==> src/rtl/objective_pkg.sv <==
// Fixed-point formats shared by the logistic unit and its training objective.
package objective_pkg;

  localparam int ACT_W = 8;   // unsigned Q0.8
  localparam int ERR_W = 16;  // signed Q8.8

  typedef logic        [ACT_W-1:0] activation_t;
  typedef logic signed [ERR_W-1:0] error_t;

endpackage

==> src/rtl/objective.sv <==
// Training objective: pairs an activation with its target and emits 2*(a - t) as a Q8.8 error.
module objective
  import objective_pkg::*;
#(
  parameter int ACTIVATION_WIDTH = ACT_W,
  parameter int ERROR_WIDTH      = ERR_W
) (
  input  logic                          clock,
  input  logic                          reset,
  input  logic                          train,
  input  logic                          activation_valid,
  input  logic [ACTIVATION_WIDTH-1:0]   activation_data,
  output logic                          activation_ready,
  input  logic                          target_valid,
  input  logic [ACTIVATION_WIDTH-1:0]   target_data,
  output logic                          target_ready,
  output logic                          error_valid,
  output logic [ERROR_WIDTH-1:0]        error_data,
  input  logic                          error_ready
);

  typedef enum logic {COLLECT, EMIT} state_t;

  localparam int DW = ACTIVATION_WIDTH + 2;

  state_t                        state, state_nxt;
  logic                          alive;
  logic                          a_held, t_held, a_held_nxt, t_held_nxt;
  logic [ACTIVATION_WIDTH-1:0]   a_reg, t_reg, a_reg_nxt, t_reg_nxt;
  logic [ERROR_WIDTH-1:0]        err_nxt;
  logic                          a_fire, t_fire, a_have, t_have;
  logic [ACTIVATION_WIDTH-1:0]   a_val, t_val;
  logic signed [DW-1:0]          diff;

  // alive keeps readies low in the cycle reset is released, rising on the first edge after it.
  assign activation_ready = alive && (state == COLLECT) && !a_held;
  assign target_ready     = alive && (state == COLLECT) && !t_held;
  assign error_valid      = (state == EMIT);

  assign a_fire = activation_valid && activation_ready;
  assign t_fire = target_valid && target_ready;
  assign a_have = a_held || a_fire;
  assign t_have = t_held || t_fire;
  assign a_val  = a_held ? a_reg : activation_data;
  assign t_val  = t_held ? t_reg : target_data;
  assign diff   = $signed({2'b00, a_val}) - $signed({2'b00, t_val});

  // A pair completing on this edge (held or arriving) is resolved immediately, giving two-cycle throughput.
  always_comb begin
    state_nxt  = state;
    a_held_nxt = a_held;
    t_held_nxt = t_held;
    a_reg_nxt  = a_reg;
    t_reg_nxt  = t_reg;
    err_nxt    = error_data;
    case (state)
      COLLECT: begin
        if (a_fire) begin
          a_held_nxt = 1'b1;
          a_reg_nxt  = activation_data;
        end
        if (t_fire) begin
          t_held_nxt = 1'b1;
          t_reg_nxt  = target_data;
        end
        if (a_have && t_have) begin
          a_held_nxt = 1'b0;
          t_held_nxt = 1'b0;
          if (train) begin
            state_nxt = EMIT;
            err_nxt   = {{(ERROR_WIDTH-DW-1){diff[DW-1]}}, diff, 1'b0};
          end
        end
      end
      EMIT: begin
        if (error_ready) state_nxt = COLLECT;
      end
      default: state_nxt = COLLECT;
    endcase
  end

  always_ff @(posedge clock or posedge reset) begin
    if (reset) begin
      state      <= COLLECT;
      alive      <= 1'b0;
      a_held     <= 1'b0;
      t_held     <= 1'b0;
      a_reg      <= '0;
      t_reg      <= '0;
      error_data <= '0;
    end else begin
      state      <= state_nxt;
      alive      <= 1'b1;
      a_held     <= a_held_nxt;
      t_held     <= t_held_nxt;
      a_reg      <= a_reg_nxt;
      t_reg      <= t_reg_nxt;
      error_data <= err_nxt;
    end
  end

endmodule
==> config.mk <==
export PLATFORM = sky130hd
export DESIGN_NAME = objective
export DESIGN_NICKNAME = d
export VERILOG_FILES = /design/src/rtl/objective_pkg.sv /design/src/rtl/objective.sv
export SDC_FILE = /design/constraint.sdc
export NUM_CORES = 1
export LEC_CHECK = 0
export ABC_AREA = 1
export BUFFER_PORTS_ARGS = -buffer_cell sky130_fd_sc_hd__buf_2
export CORE_MARGIN = 8
export CORE_UTILIZATION = 48
export DETAILED_ROUTE_END_ITERATION = 7
export PLACE_DENSITY = 0.75
export SLEW_MARGIN = 5
export SYNTH_ARGS = -nofsm -noshare
export SYNTH_HDL_FRONTEND = slang
export SYNTH_SLANG_ARGS = --single-unit
export TNS_END_PERCENT = 10
==> constraint.sdc <==
create_clock -name clock -period 1.95 [get_ports clock]
set_clock_uncertainty 0.1 [all_clocks]
set_input_delay 0.0975 -clock clock [delete_from_list [all_inputs] [get_ports clock]]
set_output_delay 0.0975 -clock clock [all_outputs]
set_load 0.01 [all_outputs]
Word level (Yosys, flattened, before mapping):

Index checks and enable logic that the tools add are counted.

* output and inout port bits: 19
* input bits: 22
* bits in registers: 29
* word-level logic and storage cells: 36

* reductions and logical operators: 17
* bitwise gates (word level): 1
* $add $sub $neg: 1
* muxes and demuxes: 10

Operators by type and width (number)
* two-way mux 8 bit: 2
* subtractor 8 x 8 -> 9 bit: 1
* AND reduction 2 bit: 4
* two-way mux 1 bit: 7
* logical AND 1 bit: 6
* nonzero test 2 bit: 2
* AND reduction 3 bit: 1
* logical NOT 1 bit: 2
* logical OR 1 bit: 2
* case mux 1 bit (2 select lines): 1
* NOT 1 bit: 1

Logic depth before layout (Yosys ltp):

* word-level depth: 8
* gate-level depth with buffers: 13
* depth with buffers taken out: 13

Least setup slack after synthesis:

No wires, ideal clock.

* path kind: reg-to-reg
* start point: register a_held
* end point: register error_data[5]
* buffers on the path: 2
* data arrival time: 1941 ps
* setup time: 65 ps
* required time: 1785 ps
* slack: -155 ps
* clock period less this slack: 2105 ps
* cell stages (with the launch flop): 14
* cell sequence: dfrtp_1 > buf_2 > clkbuf_1 > a21oi_1 > ha_1 > fa_1 > inv_1 > nand2_1 > nand2_1 > nand2_1 > inv_1 > nor2_1 > nand3b_1 > nand2_1

* longest elaborated chain between the ends: 6
* elaborated cells between the ends (all ways): 8
* those cells by class: add/sub: 1; mux: 1; reduce/logical: 6

RTL lines
* start, declared: RTL line objective.sv:28 `logic a_held, t_held, a_held_nxt, t_held_nxt;`
* start signal, assigned: RTL line objective.sv:94 `a_held <= a_held_nxt;`
* branches (longest 6 deep; another with subtractor 8 x 8 -> 9 bit)
* end signal, assigned: RTL line objective.sv:98 `error_data <= err_nxt;`
* end, declared: RTL line objective.sv:18 `output logic [ERROR_WIDTH-1:0] error_data,`

Several ways; the timed one is not identified.
A chain may end at the register's enable or synchronous reset.

Final worst setup path:

* start point: register t_held
* end point: register error_data[8]

* longest elaborated chain between the ends: 6
* elaborated cells between the ends (all ways): 8
* those cells by class: add/sub: 1; mux: 1; reduce/logical: 6

RTL lines
* start, declared: RTL line objective.sv:28
* start signal, assigned: RTL line objective.sv:95 `t_held <= t_held_nxt;`
* branches (longest 6 deep; another with subtractor 8 x 8 -> 9 bit)

Several ways; the timed one is not identified.

==> out/metrics.yaml <==
status: "finished clean"
hp-class: "input pin to flip-flop"
largest_reg_flops: 9
die_w_um: 76.8
drive_gt1_share_pct: 33.9
dp_hpwl_um: 3000
cts_made_buffers: 5
synth_edf_count: 0
seqPwrFrac_pct: 27.5
drc_errors: 0
first_pass_iters: 4
muxShareOfSynthArea_pct: 0
combinationalPowerShare_pct: 59.4
vias_per_cell: 4.82
grt_pass1_vias: 1559
vias: 1625
clock_latency_ps: 280
crit_required_ps: 2020
synthAdderAreaFrac_pct: 6.77
netlist_area_mm2: 0.00178
start_util_pct: 49.2
grt_overflow: 0
port_buffers: 39
io_pins: 41
drt-initial-drc-count: 63
cp-start-kind: "flip-flop"
fillers: 318
cts_buffer_depth: 2
ys_seq_elements: 29
grt_max_degree: 30
syn_avg_cell_area_um2: 7.79
power.total_mw: 3.72
coreArea_mm2: 0.00361
clockPowerShare_pct: 13.1
period_share_pct: 99.8
p_int_mw: 2.17
synth_flop_cell: "dfrtp_1"
layout.area.seq_um2: 727
critical_path_class: "flip-flop to flip-flop"
max_freq_mhz: 514
grt_pass1_wl_um: 6580
leakagePower_nw: 1.26
finalHoldViolations: 0
drt_wl_total_um: 3930
synth_nets: 259
synthCells: 228
diodes: 0
finalSetupViolCount: 0
synth-simple-area-share_pct: 23.9
path_max_fanout: 4
multi_input_area_um2: 897
crit_arrival_ps: 2020
placed_area_mm2: 0.00205
wl_per_cell_um: 11.7
fp-row-count: 22
rsz0062_at_grt: "yes"
synth-compound-area-share_pct: 15.0
slew_violations: 0
nets: 320
vdd_ir_drop_max_uv: 780
synth_xor_area_share_pct: 0.987
crit_path_end_kind: "flip-flop"
cts_sinks: 29
gp_congestion: 0.875
die_area_mm2: 0.00590
fp.dieH_um: 76.8
cts_tree: "built"
cts-root-buf: "clkbuf_8"
htreeDepth: 2
grt_usage_pct: 13.7
hold_path_depth: 3
p_per_area_mw_per_mm2: 1600
synth_top_family_by_area: "simple AND/OR/NAND/NOR gates"
cts.clk_slew.worst_paths_ps: 60
ys_types: 28
yosysWarnings: 0
area_growth_pct: 31.3
period_needed_ps: 1950
maxCapViolCount: 0
ant_nets: 0
switching_share_pct: 41.6
seq_area_frac_synth_pct: 40.9
grt_antenna_before_repair: 0
r2r_cells: 12
finalInstanceArea_mm2: 0.00233
p_sw_mw: 1.55
async_reset_ff_share_pct: 100
[critical path, stage by stage (launching register included)]
cell     delay [ps]
dfrtp_1         430
buf_6           150
buf_4           140
nand2_1          70
o21ai_2          60
ha_1            330
nand2_1          80
nor2_1          120
nand3_1         100
nand2_1          80
nand2_1          50
nand3_1          60
nand2_1          50
[cell families after synthesis]
family                     after synthesis
and+or+nand+nor                         96
AOI/OAI and AO/OA                       45
buffers and inverters                   45
DFF                                     29
adders and majority gates                9
xor gates and xnor gates                 2
other                                    2
[power groups by stage]
stage / clock network [mW] / logic (mW) / registers (mW)
2_1_floorplan: 0 / 1.38 / 1.05
3_3_place_gp: 0 / 1.90 / 1.03
3_5_place_dp: 0 / 1.94 / 1.04
4_1_cts: 0.499 / 1.99 / 1.03
5_1_grt: 0.533 / 2.51 / 1.06
6_report: 0.487 / 2.21 / 1.02
[worst paths after layout]
path                               startpoint             to  slack, ps
max reg2reg                            t_held  error_data[8]          3
min reg2reg                     error_data[5]  error_data[5]        370
min                        activation_data[2]       a_reg[2]          1
max                                    t_held  error_data[8]          3
max in group asynchronous               reset         a_held       1140
min in group asynchronous               reset          alive        320
[synth_stat cells (2+ instances only)]
library cell	number	area (µm²)
inv_2	2	7.51
or2_2	3	18.8
conb_1	2	7.51
buf_6	2	22.5
a21boi_0	2	15.0
buf_4	7	52.6
nand3_1	8	40.0
xor2_1	2	17.5
buf_2	2	10.0
nand3b_1	3	22.5
a21oi_1	10	50.1
inv_1	29	109
clkbuf_1	2	7.51
o21ai_0	28	140
ha_1	8	100
o21ai_2	3	26.3
nand2_1	65	244
nor2_4	2	22.5
nor2_1	11	41.3
dfrtp_1	29	726
[area by class of cell]
class	instances	share of cell area, %
tap	48	2.58
sequential	29	31.2
multi-input combinational	154	38.5
inverter	32	5.21
clock buffer	7	3.70
timing repair buffer	67	18.8
[placed cells by master, fill, tap and decap left out, types with 6 or more instances in the layout]
| cell type | n |
|---|---|
| nand2_1 | 61 |
| buf_2 | 39 |
| dfrtp_1 | 28 |
| inv_1 | 26 |
| o21ai_0 | 18 |
| buf_4 | 16 |
| nor2_1 | 11 |
| dlygate4sd3_1 | 9 |
| nand3_1 | 8 |
| a21oi_1 | 7 |
| ha_1 | 7 |
| o21ai_1 | 6 |
| clkbuf_8 | 6 |
[stage by stage]
step	utilization [%]	hold WS [ps]	cells	setup WS [ps]	setup TNS (ps)
after global placement	56.7	85.8	316	-86.7	-240
after CTS	61.9	3.08	333	-34.1	-49.1
after global routing	64.6	4.81	337	-96.8	-338
after floorplan	-	75.6	228	1.80	0
after detailed placement	56.7	88.8	316	-116	-319
final	64.6	1.38	337	3.02	0
[repair_timing]
| item | 4_1_cts | 5_1_grt |
|---|---|---|
| hold buffers | 9 | 0 |
| gates resized for setup | 4 | 30 |
| setup buffers | 1 | 4 |
| setup endpoints to repair | 6 | 7 |
| pin swaps | 0 | 13 |
| hold endpoints to repair | 36 | 0 |
[layer usage]
| metal | global-route usage [%] | part of all wire, % | vias to the layer above |
|---|---|---|---|
| li1 | - | - | 828 |
| met1 | 14.2 | 42 | 733 |
| met3 | 5.36 | 6.5 | 11 |
| met5 | 0 | 0 | - |
| met4 | 8.27 | 3.1 | 0 |
| met2 | 22.9 | 48 | 53 |
Note: power is estimated with default switching activity, not from simulation.
